### src/rtl/debounce_multi.sv
// debounce_multi
//
// Multi-channel switch/button debouncer. Every channel has its own input
// synchroniser, a four-state debounce FSM with a down-counter, registered
// rise/fall edge ticks and an optional long-press detector. Channels share
// only clock, reset and the timing parameters.
//
// Ports:
//   clk        clock
//   reset      synchronous, active-low reset
//   sw         raw asynchronous switch inputs, bit i = channel i
//   db_level   debounced level per channel (registered)
//   rise_tick  one-cycle pulse on the first cycle db_level is 1 after a press
//   fall_tick  one-cycle pulse on the first cycle db_level is 0 after a release
//   long_tick  one-cycle pulse when a press has lasted LONG_CYCLES cycles
//   dbg_state  per-channel FSM state, 2 bits per channel (channel i at [2i+1:2i])
//              encoding: 00 ZERO, 01 WAIT1, 10 ONE, 11 WAIT0
//
// The outputs carry no handshake: ticks are fire-and-forget single-cycle
// pulses and db_level is a plain registered level.

module debounce_multi #(
  parameter int CHANNELS    = 4,
  parameter int DB_CYCLES   = 1000000,
  parameter int SYNC_STAGES = 2,
  parameter int LONG_CYCLES = 50000000
) (
  input  logic                  clk,
  input  logic                  reset,
  input  logic [CHANNELS-1:0]   sw,
  output logic [CHANNELS-1:0]   db_level,
  output logic [CHANNELS-1:0]   rise_tick,
  output logic [CHANNELS-1:0]   fall_tick,
  output logic [CHANNELS-1:0]   long_tick,
  output logic [2*CHANNELS-1:0] dbg_state
);

  localparam int DB_W   = (DB_CYCLES > 1) ? $clog2(DB_CYCLES) : 1;
  localparam int LONG_W = (LONG_CYCLES > 0) ? $clog2(LONG_CYCLES + 1) : 1;

  localparam logic [DB_W-1:0]   DB_LOAD  = DB_W'(DB_CYCLES - 1);
  localparam logic [LONG_W-1:0] LONG_MAX = LONG_W'(LONG_CYCLES);

  typedef enum logic [1:0] {
    ST_ZERO  = 2'b00,
    ST_WAIT1 = 2'b01,
    ST_ONE   = 2'b10,
    ST_WAIT0 = 2'b11
  } state_t;

  for (genvar i = 0; i < CHANNELS; i++) begin : g_ch

    // Input synchroniser; only the last stage feeds the FSM.
    logic [SYNC_STAGES-1:0] sync_q;
    logic                   s;

    always_ff @(posedge clk) begin
      if (!reset) begin
        sync_q <= '0;
      end else begin
        sync_q <= {sync_q[SYNC_STAGES-2:0], sw[i]};
      end
    end

    assign s = sync_q[SYNC_STAGES-1];

    state_t          state_q, state_d;
    logic [DB_W-1:0] cnt_q, cnt_d;
    logic            lvl_now;
    logic            enter_one;
    logic            enter_zero;
    logic            db_q, rise_q, fall_q;

    // State register
    always_ff @(posedge clk) begin
      if (!reset) begin
        state_q <= ST_ZERO;
      end else begin
        state_q <= state_d;
      end
    end

    // Next-state logic
    always_comb begin
      state_d = state_q;
      case (state_q)
        ST_ZERO:  if (s) state_d = ST_WAIT1;
        ST_WAIT1: begin
          if (!s)                state_d = ST_ZERO;
          else if (cnt_q == '0)  state_d = ST_ONE;
        end
        ST_ONE:   if (!s) state_d = ST_WAIT0;
        ST_WAIT0: begin
          if (s)                 state_d = ST_ONE;
          else if (cnt_q == '0)  state_d = ST_ZERO;
        end
        default:  state_d = ST_ZERO;
      endcase
    end

    // Output / datapath logic: debounce counter and derived level.
    // The counter is loaded when a wait state is entered and counts down
    // while the synchronised input agrees with the pending level.
    always_comb begin
      cnt_d = cnt_q;
      case (state_q)
        ST_ZERO:  if (s) cnt_d = DB_LOAD;
        ST_WAIT1: if (s && cnt_q != '0) cnt_d = cnt_q - DB_W'(1);
        ST_ONE:   if (!s) cnt_d = DB_LOAD;
        ST_WAIT0: if (!s && cnt_q != '0) cnt_d = cnt_q - DB_W'(1);
        default:  cnt_d = '0;
      endcase
    end

    assign lvl_now    = (state_q == ST_ONE) || (state_q == ST_WAIT0);
    // Aborted waits (WAIT0->ONE, WAIT1->ZERO) are deliberately not entries.
    assign enter_one  = (state_q == ST_WAIT1) && (state_d == ST_ONE);
    assign enter_zero = (state_q == ST_WAIT0) && (state_d == ST_ZERO);

    // Level and edge ticks are registered from the state, so a tick always
    // coincides with the first cycle of the new db_level.
    always_ff @(posedge clk) begin
      if (!reset) begin
        cnt_q  <= '0;
        db_q   <= 1'b0;
        rise_q <= 1'b0;
        fall_q <= 1'b0;
      end else begin
        cnt_q  <= cnt_d;
        db_q   <= lvl_now;
        rise_q <= lvl_now & ~db_q;
        fall_q <= ~lvl_now & db_q;
      end
    end

    assign db_level[i]         = db_q;
    assign rise_tick[i]        = rise_q;
    assign fall_tick[i]        = fall_q;
    assign dbg_state[2*i +: 2] = state_q;

    if (LONG_CYCLES > 0) begin : g_long
      logic [LONG_W-1:0] long_q, long_d;
      logic              long_hit;
      logic              long_tick_q;

      // Counts every cycle the debounced level is high, including WAIT0,
      // and saturates so the tick fires exactly once per press.
      always_comb begin
        long_d   = long_q;
        long_hit = 1'b0;
        if (enter_one || enter_zero) begin
          long_d = '0;
        end else if (db_q && long_q != LONG_MAX) begin
          long_d   = long_q + LONG_W'(1);
          long_hit = (long_q == LONG_MAX - LONG_W'(1));
        end
      end

      always_ff @(posedge clk) begin
        if (!reset) begin
          long_q      <= '0;
          long_tick_q <= 1'b0;
        end else begin
          long_q      <= long_d;
          long_tick_q <= long_hit;
        end
      end

      assign long_tick[i] = long_tick_q;
    end else begin : g_no_long
      assign long_tick[i] = 1'b0;
    end

  end

endmodule

### config.mk
export PLATFORM = sky130hd
export DESIGN_NAME = debounce_multi
export DESIGN_NICKNAME = d
export VERILOG_FILES = /design/src/rtl/debounce_multi.sv
export SDC_FILE = /design/constraint.sdc
export NUM_CORES = 1
export LEC_CHECK = 0
export CAP_MARGIN = 10
export CORE_MARGIN = 5
export CORE_UTILIZATION = 25
export DETAILED_ROUTE_END_ITERATION = 7
export HOLD_SLACK_MARGIN = 0.1
export PLACE_DENSITY = 0.41
export SETUP_SLACK_MARGIN = 0.15
export SLEW_MARGIN = 20
export SYNTH_ARGS = -nofsm -noshare
export SYNTH_HDL_FRONTEND = slang
export SYNTH_SLANG_ARGS = --single-unit
### constraint.sdc
create_clock -name clk -period 2.2 [get_ports clk]
set_clock_uncertainty 0.05 [all_clocks]
set_input_delay 0.44 -clock clk [delete_from_list [all_inputs] [get_ports clk]]
set_output_delay 0.44 -clock clk [all_outputs]
set_load 0.02 [all_outputs]
==> flow_results.xml <==
<?xml version="1.0" encoding="UTF-8"?>
<metrics>
  <group name="status">
    <metric name="run_status" unit="">completed</metric>
  </group>
  <group name="sta">
    <metric name="rsz0062_at_grt" unit="">yes</metric>
    <metric name="drv_slew" unit="">0</metric>
    <metric name="number_of_hold_slack_violations_in_the_final_timing_report" unit="">0</metric>
    <metric name="final.setup.worst_slack" unit="ps">9.92</metric>
    <metric name="slew_headroom" unit="">0.489</metric>
    <metric name="fin_crit" unit="ps">2190</metric>
    <metric name="max_freq" unit="GHz">0.457</metric>
    <metric name="final_period_util" unit="">0.995</metric>
    <metric name="setup_viol" unit="">0</metric>
    <metric name="max_slew.worst_pin.slew" unit="ps">761</metric>
  </group>
  <group name="floorplan">
    <metric name="core_box_area" unit="sq mm">0.0408</metric>
    <metric name="placement_rows" unit="">74</metric>
    <metric name="height_of_the_chip" unit="um">213</metric>
    <metric name="die_x" unit="um">213</metric>
    <metric name="die_area" unit="sq mm">0.0455</metric>
    <metric name="initial_core_util" unit="">0.253</metric>
    <metric name="pin_count" unit="">30</metric>
  </group>
  <group name="yosys">
    <metric name="post_synth_instance_area" unit="sq mm">0.0103</metric>
    <metric name="synth.net_count" unit="">1216</metric>
    <metric name="netlist_instances" unit="">1198</metric>
    <metric name="synth_enable_flop_cells" unit="">0</metric>
    <metric name="postSynthRegisterBits" unit="">216</metric>
    <metric name="synth_seq_area_share" unit="">0.419</metric>
    <metric name="asyncSetResetFlopFracSynth" unit="">0</metric>
    <metric name="mean_instance_size_in_the_synthesized_netlist" unit="sq um">8.62</metric>
    <metric name="synth_top_flop_cell" unit="">sky130_fd_sc_hd__dfxtp_1</metric>
    <metric name="yosys_warnings" unit="">0</metric>
    <metric name="yosysUniqueCellTypes" unit="">65</metric>
  </group>
  <group name="detailed_routing">
    <metric name="detailroute.via_count" unit="">8987</metric>
    <metric name="drc" unit="">0</metric>
    <metric name="detailedRoute.firstPassIterationCount" unit="">4</metric>
    <metric name="wire_per_inst" unit="um">14.1</metric>
    <metric name="ant_nets" unit="">0</metric>
    <metric name="post_drt_via_cell_ratio" unit="">4.69</metric>
    <metric name="drt_iter0_markers" unit="">349</metric>
    <metric name="wire_length_reported_by_the_detailed_router" unit="mm">26.9</metric>
  </group>
  <group name="grt">
    <metric name="grt.total_usage" unit="">0.113</metric>
    <metric name="grt-ovfl-total" unit="">0</metric>
    <metric name="grt_first_pass_wirelength" unit="mm">43.4</metric>
    <metric name="grt_pass1_vias" unit="">8696</metric>
    <metric name="grt_antenna_before_repair" unit="">0</metric>
    <metric name="grt_start_max_net_pins" unit="">28</metric>
  </group>
  <group name="placement">
    <metric name="finalWeightedCongestion" unit="">0.742</metric>
    <metric name="port_buffers" unit="">29</metric>
    <metric name="dpl.hpwl" unit="mm">17.8</metric>
    <metric name="place.detailed.instances" unit="">1833</metric>
    <metric name="place_worst_setup_slack" unit="ps">-41.1</metric>
  </group>
  <group name="power">
    <metric name="switching_share" unit="">0.250</metric>
    <metric name="power.share.combinational" unit="">0.141</metric>
    <metric name="ir_drop" unit="V">0.000535</metric>
    <metric name="p_leak" unit="nW">5.16</metric>
    <metric name="internal_power" unit="mW">7.90</metric>
    <metric name="clockPowerShare" unit="">0.467</metric>
    <metric name="power.switching" unit="mW">2.63</metric>
    <metric name="p_seq_frac" unit="">0.392</metric>
    <metric name="cellPowerDensity" unit="mW/mm^2">727</metric>
  </group>
  <group name="clock_tree">
    <metric name="ctsHtreeMaxLevel" unit="">1</metric>
    <metric name="clock_tree_buf_depth" unit="">3</metric>
    <metric name="tritoncts.num_buffers" unit="">29</metric>
    <metric name="cts_tree" unit="">built</metric>
    <metric name="numClockSinks" unit="">216</metric>
    <metric name="clock_insertion_delay_at_the_later_pin_of_the_skew_report" unit="ps">550</metric>
    <metric name="clock_tree.root_cell" unit="">sky130_fd_sc_hd__clkbuf_16</metric>
    <metric name="clkTransAtPathRegs" unit="ps">60</metric>
  </group>
  <group name="critical_path">
    <metric name="path_buf_inv" unit="">0</metric>
    <metric name="worstSetupEndpointType" unit="">register</metric>
    <metric name="setup.worst_path.start_class" unit="">register</metric>
    <metric name="timing.critical_path.fanout_max" unit="">7</metric>
    <metric name="crit_required" unit="ps">2580</metric>
    <metric name="crit_chain" unit="">or4b_4 &gt; or4_4 &gt; o21ai_4 &gt; a21oi_1 &gt; o221a_2</metric>
    <metric name="critical_path_arrival" unit="ps">2570</metric>
    <metric name="critPathKind" unit="">register to register</metric>
    <metric name="critPathTopFamily" unit="">simple AND/OR/NAND/NOR gates</metric>
    <metric name="critical_path.max_stage_delay" unit="ps">630</metric>
    <metric name="critPathSlowestCell" unit="">sky130_fd_sc_hd__or4_4</metric>
  </group>
  <group name="finish">
    <metric name="fin_nets" unit="">1380</metric>
    <metric name="nFillCells" unit="">4185</metric>
    <metric name="layout.cells.most_common_list" unit="">sky130_fd_sc_hd__dfxtp_1 (198), sky130_fd_sc_hd__buf_4 (132), sky130_fd_sc_hd__nor2_1 (117)</metric>
    <metric name="leading_cell_type_in_the_layout_fill_and_taps_excluded" unit="">sky130_fd_sc_hd__dfxtp_1</metric>
    <metric name="insertedDiodeCount" unit="">0</metric>
    <metric name="final_core_util" unit="">0.355</metric>
    <metric name="layoutNonFillerInstCount" unit="">1915</metric>
    <metric name="area_growth_syn_to_layout" unit="%">40.2</metric>
    <metric name="drive_above_1_share" unit="">0.296</metric>
  </group>
  <group name="worst_hold_path">
    <metric name="min_path_type" unit="">primary input to register</metric>
  </group>
  <group name="run">
    <metric name="cap_violations" unit="">0</metric>
  </group>
</metrics>
## stage by stage
step / hold slack, ps / setup TNS, ps / instance area, sq um / power (mW)
floorplan: 362 / -119 / 10500 / 4.88
global placement: 368 / -61.2 / 12100 / 5.30
detailed placement: 371 / -188 / 12100 / 5.30
CTS: 285 / 0 / 13400 / 10.5
global route: 335 / -556 / 14500 / 11.0
finish: 317 / 0 / 14500 / 10.5
## synthesized netlist by cell type (4+ instances only)
cell type / number / area (sq um)
sky130_fd_sc_hd__nor2_1: 168 / 631
sky130_fd_sc_hd__o31ai_1: 12 / 90.1
sky130_fd_sc_hd__xor2_1: 70 / 613
sky130_fd_sc_hd__o221a_2: 6 / 67.6
sky130_fd_sc_hd__or2_2: 8 / 50.1
sky130_fd_sc_hd__a311oi_1: 10 / 87.6
sky130_fd_sc_hd__or3_1: 27 / 169
sky130_fd_sc_hd__buf_2: 11 / 55.1
sky130_fd_sc_hd__or4_1: 24 / 180
sky130_fd_sc_hd__nand2b_1: 9 / 56.3
sky130_fd_sc_hd__mux2i_1: 5 / 50.1
sky130_fd_sc_hd__and4_1: 9 / 78.8
sky130_fd_sc_hd__inv_1: 22 / 82.6
sky130_fd_sc_hd__nor4bb_1: 6 / 60.1
sky130_fd_sc_hd__nor2b_1: 7 / 43.8
sky130_fd_sc_hd__o21a_1: 17 / 128
sky130_fd_sc_hd__and3_1: 19 / 119
sky130_fd_sc_hd__a21oi_1: 52 / 260
sky130_fd_sc_hd__nand4_1: 50 / 313
sky130_fd_sc_hd__clkbuf_1: 31 / 116
sky130_fd_sc_hd__nor3_1: 42 / 210
sky130_fd_sc_hd__nand4b_1: 8 / 70.1
sky130_fd_sc_hd__xnor2_1: 52 / 455
sky130_fd_sc_hd__a211oi_1: 12 / 90.1
sky130_fd_sc_hd__ha_1: 12 / 150
sky130_fd_sc_hd__buf_4: 17 / 128
sky130_fd_sc_hd__nor4_1: 30 / 188
sky130_fd_sc_hd__nand2_1: 76 / 285
sky130_fd_sc_hd__o211ai_1: 4 / 30.0
sky130_fd_sc_hd__and2_1: 20 / 125
sky130_fd_sc_hd__nor4b_1: 7 / 61.3
sky130_fd_sc_hd__o21ai_0: 24 / 120
sky130_fd_sc_hd__o31a_1: 15 / 131
sky130_fd_sc_hd__nand3_1: 46 / 230
sky130_fd_sc_hd__dfxtp_1: 216 / 4320
## worst paths after layout
check                    start           endpoint  slack (ps)  cells past startpoint
max          g_ch[0].cnt_q[19]  g_ch[0].cnt_q[18]          10                      5
min                      reset     g_ch[1].fall_q         320                      3
max reg2reg  g_ch[0].cnt_q[19]  g_ch[0].cnt_q[18]          10                      5
min reg2reg  g_ch[1].sync_q[0]  g_ch[1].sync_q[1]         380                      1
## power by group through the flow
| stage | sequential, mW | clock (mW) | combinational [mW] |
|---|---|---|---|
| 6_report | 4.13 | 4.91 | 1.49 |
| 5_1_grt | 4.14 | 5.29 | 1.62 |
| 4_1_cts | 4.12 | 5.14 | 1.24 |
| 3_5_place_dp | 4.19 | 0 | 1.11 |
| 3_3_place_gp | 4.20 | 0 | 1.11 |
| 2_1_floorplan | 4.19 | 0 | 0.693 |
## layout make-up
type,count,area [sq um],share of cell area
clock inverters,11,155,0.0107
clock buffers,41,851,0.0588
inverters,22,82.6,0.00570
repair buffers,194,1750,0.121
well taps,532,666,0.0460
multi-input cells,899,6630,0.458
flip-flops and latches,216,4350,0.300
## what timing repair did
action,in CTS,in global routing
resized for setup,65,208
pin swaps,27,79
cloned,1,4
hold buffers,0,0
setup endpoints to repair,146,169
buffers inserted,9,16
hold endpoints to repair,0,0
## state kept, by name (all words and copies together) (netlist names)
signal / flops
g_ch.sync_q: 8
g_ch.state_q: 8
g_ch.db_q: 4
g_ch.rise_q: 4
g_ch.fall_q: 4
g_ch.g_long.long_tick_q: 4
g_ch.cnt_q: 80
g_ch.g_long.long_q: 104
## layer usage
layer / global-route usage / vias up / part of all wire
met5: 0 / - / 0
met4: 0.0303 / 0 / 0.021
met3: 0.0229 / 40 / 0.036
met2: 0.181 / 83 / 0.46
met1: 0.155 / 4224 / 0.49
li1: - / 4640 / -
## worst register-to-register path, stage by stage (launching register included)
cell	delay, ps
sky130_fd_sc_hd__dfxtp_2	310
sky130_fd_sc_hd__or4b_4	530
sky130_fd_sc_hd__or4_4	630
sky130_fd_sc_hd__o21ai_4	260
sky130_fd_sc_hd__a21oi_1	70
sky130_fd_sc_hd__o221a_2	220
## cells by family (layout without fill, tap and decap cells)
logic type,count (synthesis),count (layout),synth area share
flops,216,216,0.419
buf+inv,85,268,0.0399
mux,5,5,0.00485
fa+ha+maj,12,12,0.0145
xor+xnor,122,122,0.103
compound gates,179,181,0.120
simple gates,579,579,0.299
No activity file was read; power rests on OpenSTA's default activity.
